$ cat config.mk
export PLATFORM = sky130hd
export DESIGN_NAME = cluster_clock_gate_ctrl
export DESIGN_NICKNAME = d
export VERILOG_FILES = /design/src/rtl/cluster_clock_gate_ctrl.sv
export SDC_FILE = /design/constraint.sdc
export NUM_CORES = 1
export LEC_CHECK = 0
export ABC_CLOCK_PERIOD_IN_PS = 2500
export CELL_PAD_IN_SITES_DETAIL_PLACEMENT = 1
export CELL_PAD_IN_SITES_GLOBAL_PLACEMENT = 2
export CORE_MARGIN = 2
export CORE_UTILIZATION = 32
export CTS_BUF_LIST = sky130_fd_sc_hd__clkbuf_8
export CTS_CLUSTER_DIAMETER = 200
export DETAILED_ROUTE_END_ITERATION = 12
export GPL_TIMING_DRIVEN = 0
export PLACE_DENSITY = 0.92
export SLEW_MARGIN = 20
export SYNTH_ARGS = -nofsm -noshare
export SYNTH_HDL_FRONTEND = slang
export SYNTH_SLANG_ARGS = --single-unit
$ cat constraint.sdc
create_clock -name clk_i -period 2.5 [get_ports clk_i]
set_clock_uncertainty 0.2 [all_clocks]
set_input_delay 0.75 -clock clk_i [delete_from_list [all_inputs] [get_ports clk_i]]
set_output_delay 0.75 -clock clk_i [all_outputs]
set_load 0.01 [all_outputs]
$ cat src/rtl/cluster_clock_gate_ctrl.sv
// Cluster clock-gate controller.
// Watches cluster activity and, after IDLE_CYCLES consecutive idle cycles, asks the
// cluster to quiesce. Once the cluster acknowledges, the downstream ICG enable is
// dropped. A wake request, renewed activity or disabling gating brings the clock
// back, followed by a fixed settle window of WAKE_CYCLES before wake_ready_o pulses.
//
// Ports:
//   clk_i        free-running ungated clock
//   rst_i        synchronous active-high reset
//   cg_enable_i  gating enable; 0 keeps the clock running
//   busy_i       cluster activity, 1 = not idle
//   wake_req_i   external wake request
//   sleep_ack_i  cluster is quiescent and may be gated
//   stat_clr_i   clears the gated-cycle statistic
//   clk_en_o     registered ICG enable
//   sleep_req_o  quiesce request to the cluster
//   gated_o      1 while gated
//   wake_ready_o one-cycle pulse at the end of the wake settle window
//   gated_cnt_o  saturating count of cycles spent gated
module cluster_clock_gate_ctrl #(
  parameter int unsigned IDLE_CYCLES = 16,
  parameter int unsigned WAKE_CYCLES = 2,
  parameter int unsigned STAT_WIDTH  = 32
) (
  input  logic                  clk_i,
  input  logic                  rst_i,
  input  logic                  cg_enable_i,
  input  logic                  busy_i,
  input  logic                  wake_req_i,
  input  logic                  sleep_ack_i,
  input  logic                  stat_clr_i,
  output logic                  clk_en_o,
  output logic                  sleep_req_o,
  output logic                  gated_o,
  output logic                  wake_ready_o,
  output logic [STAT_WIDTH-1:0] gated_cnt_o
);

  localparam logic [7:0] IdleLimit = 8'(IDLE_CYCLES);
  localparam logic [3:0] WakeLimit = 4'(WAKE_CYCLES);
  localparam logic [STAT_WIDTH-1:0] StatOne = {{(STAT_WIDTH-1){1'b0}}, 1'b1};

  typedef enum logic [2:0] {
    StRun,
    StCount,
    StReq,
    StGated,
    StWake
  } state_e;

  state_e          state_q, state_d;
  logic [7:0]      idle_cnt_q, idle_cnt_d;
  logic [3:0]      wake_cnt_q, wake_cnt_d;
  logic            wake_done;
  logic            abort;

  logic            clk_en_q;
  logic            sleep_req_q;
  logic            gated_q;
  logic            wake_ready_q;
  logic [STAT_WIDTH-1:0] gated_cnt_q;

  // Any of these means the cluster must (keep) running.
  assign abort = busy_i | wake_req_i | ~cg_enable_i;

  always_comb begin
    state_d    = state_q;
    idle_cnt_d = idle_cnt_q;
    wake_cnt_d = wake_cnt_q;
    wake_done  = 1'b0;
    unique case (state_q)
      StRun: begin
        if (!abort) begin
          state_d    = StCount;
          idle_cnt_d = 8'd1;
        end
      end
      StCount: begin
        if (abort) begin
          state_d    = StRun;
          idle_cnt_d = 8'd0;
        end else if (idle_cnt_q == IdleLimit) begin
          state_d    = StReq;
          idle_cnt_d = 8'd0;
        end else begin
          idle_cnt_d = idle_cnt_q + 8'd1;
        end
      end
      StReq: begin
        // Abort wins over a simultaneous acknowledge.
        if (abort) begin
          state_d = StRun;
        end else if (sleep_ack_i) begin
          state_d = StGated;
        end
      end
      StGated: begin
        if (abort) begin
          state_d    = StWake;
          wake_cnt_d = 4'd1;
        end
      end
      StWake: begin
        // Settle window is fixed; inputs are deliberately ignored here.
        if (wake_cnt_q == WakeLimit) begin
          state_d    = StRun;
          wake_cnt_d = 4'd0;
          wake_done  = 1'b1;
        end else begin
          wake_cnt_d = wake_cnt_q + 4'd1;
        end
      end
      default: begin
        state_d    = StRun;
        idle_cnt_d = 8'd0;
        wake_cnt_d = 4'd0;
      end
    endcase
  end

  always_ff @(posedge clk_i) begin
    if (rst_i) begin
      state_q      <= StRun;
      idle_cnt_q   <= 8'd0;
      wake_cnt_q   <= 4'd0;
      clk_en_q     <= 1'b1;
      sleep_req_q  <= 1'b0;
      gated_q      <= 1'b0;
      wake_ready_q <= 1'b0;
      gated_cnt_q  <= '0;
    end else begin
      state_q      <= state_d;
      idle_cnt_q   <= idle_cnt_d;
      wake_cnt_q   <= wake_cnt_d;
      // Outputs decoded from the next state so they change with the state itself.
      clk_en_q     <= (state_d != StGated);
      sleep_req_q  <= (state_d == StReq);
      gated_q      <= (state_d == StGated);
      wake_ready_q <= wake_done;
      if (stat_clr_i) begin
        gated_cnt_q <= '0;
      end else if ((state_q == StGated) && (gated_cnt_q != '1)) begin
        gated_cnt_q <= gated_cnt_q + StatOne;
      end
    end
  end

  assign clk_en_o     = clk_en_q;
  assign sleep_req_o  = sleep_req_q;
  assign gated_o      = gated_q;
  assign wake_ready_o = wake_ready_q;
  assign gated_cnt_o  = gated_cnt_q;

endmodule

; ---- Word level (Yosys, flattened, before mapping)
; Index checks and enable logic that the tools add are counted.
[word_totals]
word_cells = 53
reg_bits = 51
input_bits = 7
output_inout_bits = 36
[op_classes]
n_addsub = 3
mux = 16
reduce_logical = 8
n_eq_ne = 12
bitwise = 6
[ops]
columns = op, count
row1 = "adder 32 x 1 -> 32 bit, second input constant", 1
row2 = "inequality test 32 bit, second input constant", 1
row3 = two-way mux 8 bit, 3
row4 = one-hot mux 8 bit (3 select lines), 1
row5 = two-way mux 3 bit, 7
row6 = one-hot mux 3 bit (5 select lines), 1
row7 = "== test 3 x 2 -> 1 bit, second input constant", 4
row8 = one-hot mux 4 bit (3 select lines), 1
row9 = "adder 8 x 1 -> 8 bit, second input constant", 1
row10 = "== test 8 x 5 -> 1 bit, second input constant", 1
row11 = two-way mux 4 bit, 2
row12 = OR reduction 3 bit, 2
row13 = "adder 4 x 1 -> 4 bit, second input constant", 1
row14 = "== test 4 x 2 -> 1 bit, second input constant", 1
row15 = "inequality test 2 bit, second input constant", 2
row16 = inverter 1 bit, 4
row17 = AND reduction 2 bit, 2
row18 = OR reduction 2 bit, 2
row19 = "== test 3 x 1 -> 1 bit, second input constant", 1
row20 = "== test 3 bit, second input constant", 1
row21 = logical NOT 3 bit, 1
row22 = "inequality test 3 x 2 -> 1 bit, second input constant", 1
row23 = OR 1 bit, 2
row24 = logical AND 1 bit, 1
row25 = two-way mux 1 bit, 1

; ---- Depth between registers and ports, before layout
[logic_depth]
word_depth = 5
mapped_depth = 7
mapped_depth_nobuf = 7

; ---- Worst setup path after synthesis
; No wires, ideal clock.
[synth_timing]
kind = input to register
startpoint = input port wake_req_i
endpoint = register idle_cnt_q[7]
setup_time_ns = 0.131
slack_ns = 0.101
n_path_buf = 0
t_required_ns = 2.169
t_arrival_ns = 2.068
path_stages = 5
path_cell_list = or4b_2 a21oi_2 nand4_1 xor2_1 nor2_1
[synth_between]
elab_chain_cells = 4
elab_cells_between_ends = 6
cone_classes = 1 x eq/ne / 2 x mux / 2 x bitwise / 1 x reduce/logical
[synth_lines]
columns = item, line
row1 = from (decl), 29  ; input logic wake_req_i,
row2 = OR 1 bit (*) (2 in a row), 64  ; assign abort = busy_i | wake_req_i | ~cg_enable_i;
row3 = two-way mux 8 bit / inequality test 2 bit (equally long branches), -
row4 = one-hot mux 8 bit (3 select lines) / AND reduction 2 bit (equally long branches), -
row5 = to (signal assigned), 133  ; idle_cnt_q <= idle_cnt_d;
row6 = to (decl), 52  ; logic [7:0] idle_cnt_q, idle_cnt_d;
; Every way passes the cells marked *; elsewhere a longest branch is shown, timed or not.
; A chain may end at the register's enable or synchronous reset.

; ---- Worst setup path in the final report
[layout_timing]
startpoint = input port cg_enable_i
endpoint = register wake_cnt_q[1]
[layout_between]
elab_chain_cells = 4
[layout_lines]
columns = item, line
row1 = from (decl), 27  ; input logic cg_enable_i,
row2 = inverter 1 bit, 64
row3 = OR 1 bit, 64
row4 = inequality test 2 bit (no line), -
row5 = AND reduction 2 bit (no line), -
row6 = to (signal assigned), 134  ; wake_cnt_q <= wake_cnt_d;
row7 = to (decl), 53  ; logic [3:0] wake_cnt_q, wake_cnt_d;
; Every way passes these cells.

==> results.toml <==
[status]
status = "finished, final reports clean"

[clock_network]
clock_tree.root_cell = "sky130_fd_sc_hd__clkbuf_8"
cts_tree = "done"
htree_levels = 2
worst_skew_pair.late_latency_ns = 0.31
cts_sinks = 51
cts.path.max_buffers = 2
numCtsBuffers = 5
hold_fix_buffers_cts = 0
clk_pin_slew_ns = 0.09

[synthesis]
synthTopCellsByArea = "sky130_fd_sc_hd__dfxtp_1 (39%), sky130_fd_sc_hd__nor2_1 (4.8%), sky130_fd_sc_hd__xor2_1 (4.7%)"
synthMostInstantiatedCell = "sky130_fd_sc_hd__dfxtp_1"
synth_top_flop_cell = "sky130_fd_sc_hd__dfxtp_1"
synth_top_area_cell = "sky130_fd_sc_hd__dfxtp_1"
synth_area_per_cell_sq_um = 8.324
post_synth_most_frequent_cells = "sky130_fd_sc_hd__dfxtp_1 (51), sky130_fd_sc_hd__nor2_1 (33), sky130_fd_sc_hd__nand2_1 (28), sky130_fd_sc_hd__a21oi_1 (20), sky130_fd_sc_hd__o21ai_0 (17)"
netlist_area_sq_um = 2589
netlist-cell-type-count = 51
synth-warning-count = 0
post_synthesis_instance_total = 311
postSynthRegisterBits = 51
seq_area_frac_synth_pct = 39.44
synth_enable_flop_cells = 0
async_reset_ff_share_pct = 0
synth.net_count = 323
yosysTopAreaCellShare_pct = 39.44

[placement]
port_buffers = 41
preCtsSetupSlack_ns = -0.5646
detailed_place.area_sq_um = 3127
placed_wire_length_estimate_after_detailed_placement_um = 5115
dpl.cell_count = 454
gp_routability_congestion = 0.8038

[power_and_ir_drop]
leakage_nw = 1.046
internal_power_w = 0.001234
comb_power_share_pct = 3.2
sequential_power_share_pct = 52.5
switching_portion_of_total_power_pct = 20.57
maximum_vdd_ir_drop_mv = 0.1774
clock_power_share_pct = 44.3
power.density_cell_area_nw_per_um2 = 463.4
power.switching_w = 0.0003195

[sta]
min_period_ns = 2.424
final_hold_viol_count = 0
slew-limit-headroom_pct = 51.03
final.setup.tns_ns = 0
worst-slew-pin-transition_ns = 0.7279
slew_violations = 0
post-route-period-util_pct = 96.95
setup_viol_count_final = 0
fmax_mhz = 412.6
setup_ws_ns = 0.07634

[drt]
vias_per_cell = 5.460
wire_length_per_cell_after_detailed_routing_um = 14.89
final_wirelength_um = 6923
route.antenna.remaining_nets = 0
via_count = 2539
detailedRoute.firstPassIterationCount = 4
drc_violations_left = 0
drt_iter0_drc = 73

[setup_path]
type_of_destination_of_the_critical_path = "flip-flop"
worst_path_dominant_cell_family = "compound AO/OA/AOI/OAI gates"
critPathBufInv = 1
critical_path_arrival_ns = 2.45
crit_fanout = 6
cp_cell_sequence = "clkdlybuf4s50_1 -> or3b_2 -> a31o_2 -> a21o_1 -> a211oi_1"
worst_path_max_delay_cell = "sky130_fd_sc_hd__or3b_2"
critPathLaunchType = "input pin"
slowest_delay_ns = 0.50
critPathKind = "in -> reg"
critical_path_required_ns = 2.53

[floorplan]
initial_core_util_pct = 33.33
boundaryPins = 43
rows = 32
coreArea_sq_um = 7767
fp.dieArea_sq_um = 8826
chipHeight_um = 93.95
overall_die_width_um = 93.95

[final_layout]
layout.filler_cells = 940
final_net_count = 374
post_layout_nonfiller_instances = 465
post_route_cell_area_sq_um = 3352
n_diodes = 0
post_route_cells_drive_above_1_share_pct = 11.29
syn2layout_area_growth_pct = 29.48

[global_routing]
first_global_vias = 2426
grt-ovfl-total = 0
grt_antenna_before_repair = 0
largest_net_degree_at_the_start_of_global_routing = 17
track_usage_pct = 15.97
grt_pass1_wl_um = 11370

[hold_path]
hold_path.class = "reg -> reg"

[run]
max-cap-violations = 0
-- placed cells by master, fill, tap and decap left out, types with 2 or more instances in the layout --
cell,n
sky130_fd_sc_hd__or3_1,13
sky130_fd_sc_hd__clkbuf_1,5
sky130_fd_sc_hd__o21ai_0,17
sky130_fd_sc_hd__and4_1,4
sky130_fd_sc_hd__clkbuf_8,5
sky130_fd_sc_hd__buf_2,2
sky130_fd_sc_hd__dfxtp_1,46
sky130_fd_sc_hd__nand3_1,15
sky130_fd_sc_hd__nor4_1,5
sky130_fd_sc_hd__nand4bb_1,3
sky130_fd_sc_hd__nor2_1,33
sky130_fd_sc_hd__or2_2,3
sky130_fd_sc_hd__o2111ai_1,2
sky130_fd_sc_hd__nand2_1,27
sky130_fd_sc_hd__ha_1,4
sky130_fd_sc_hd__xor2_1,14
sky130_fd_sc_hd__nor4_2,2
sky130_fd_sc_hd__o211ai_1,4
sky130_fd_sc_hd__or4_1,5
sky130_fd_sc_hd__a21oi_1,20
sky130_fd_sc_hd__and3_1,5
sky130_fd_sc_hd__nand4_1,15
sky130_fd_sc_hd__clkdlybuf4s50_1,41
sky130_fd_sc_hd__buf_4,4
sky130_fd_sc_hd__dfxtp_2,5
sky130_fd_sc_hd__o21a_1,4
sky130_fd_sc_hd__mux2i_1,2
sky130_fd_sc_hd__a31oi_1,3
sky130_fd_sc_hd__nor2b_1,2
sky130_fd_sc_hd__bufinv_16,2
sky130_fd_sc_hd__inv_1,11
sky130_fd_sc_hd__o31ai_1,4
sky130_fd_sc_hd__nor3_1,6
-- final cells by class --
cell class / count / area (sq um) / area share, %
clock inverter: 3 / 67.56 / 2.016
inverter: 11 / 41.29 / 1.232
tap: 102 / 127.6 / 3.807
sequential: 51 / 1027 / 30.65
multi-input combinational: 239 / 1541 / 45.99
timing repair buffer: 45 / 440.4 / 13.14
clock buffer: 5 / 68.82 / 2.053
buffer: 9 / 37.54 / 1.120
-- per-layer routing --
layer	part of all wire [%]	vias up	wire length, um	global-route usage (%)
li1	-	1261	-	-
met1	46	1236	3162	19.77
met2	51	37	3517	28.45
met3	2.6	5	180	2.488
met4	0.90	0	62	4.589
met5	0	-	0	0
-- worst min-delay path: cells and delay by family (launching register included) --
family,cells,cell delay (ns)
xor+xnor,1,0.07
flops,1,0.35
simple gates,1,0.07
-- stage by stage --
step | hold slack [ns] | utilization (%) | power [W]
2_1_floorplan | 0.2716 | - | 0.0008571
3_3_place_gp | 0.2868 | 40.25 | 0.0008757
3_5_place_dp | 0.2923 | 40.25 | 0.0008769
4_1_cts | 0.3196 | 42.51 | 0.001571
5_1_grt | 0.3349 | 43.15 | 0.001608
6_report | 0.3170 | 43.15 | 0.001553
-- registers in the layout, summed over array words and instances, names as in the netlist --
signal / cells
gated_o: 1
wake_cnt_q: 4
state_q: 3
sleep_req_o: 1
wake_ready_o: 1
gated_cnt_o: 32
idle_cnt_q: 8
clk_en_o: 1
-- worst paths after layout --
kind,from,to,slack (ns),cells after the start
setup / recovery,cg_enable_i,wake_cnt_q[1],0.08,5
setup reg to reg,gated_cnt_o[8],gated_cnt_o[29],0.14,7
hold / removal,idle_cnt_q[7],idle_cnt_q[7],0.32,2
hold reg to reg,idle_cnt_q[7],idle_cnt_q[7],0.32,2
-- cell families (layout without fill, tap and decap cells) --
group                      count (synthesis)  in the layout  synth area share, %
buffers and inverters                     21             73                3.093
xor gates and xnor gates                  14             14                4.737
muxes                                      2              2               0.7734
AOI/OAI and AO/OA                         68             68                17.21
and+or+nand+nor                          150            150                32.33
DFF                                       51             51                39.44
adders and majority gates                  5              5                2.417
-- timing repair --
item	CTS	global route
setup endpoints to repair	8	27
gates resized for setup	3	17
hold endpoints to repair	0	0
buffers inserted	3	1
cloned	0	0
pin swaps	2	4
-- power by group through the flow --
stage | combinational [W] | clock, W | sequential (W)
2_1_floorplan | 0.0000240 | 0 | 0.000833
3_3_place_gp | 0.0000423 | 0 | 0.000833
3_5_place_dp | 0.0000434 | 0 | 0.000834
4_1_cts | 0.0000496 | 0.000706 | 0.000815
5_1_grt | 0.0000549 | 0.000737 | 0.000816
6_report | 0.0000500 | 0.000688 | 0.000815
(Power assumes the default switching activity.)
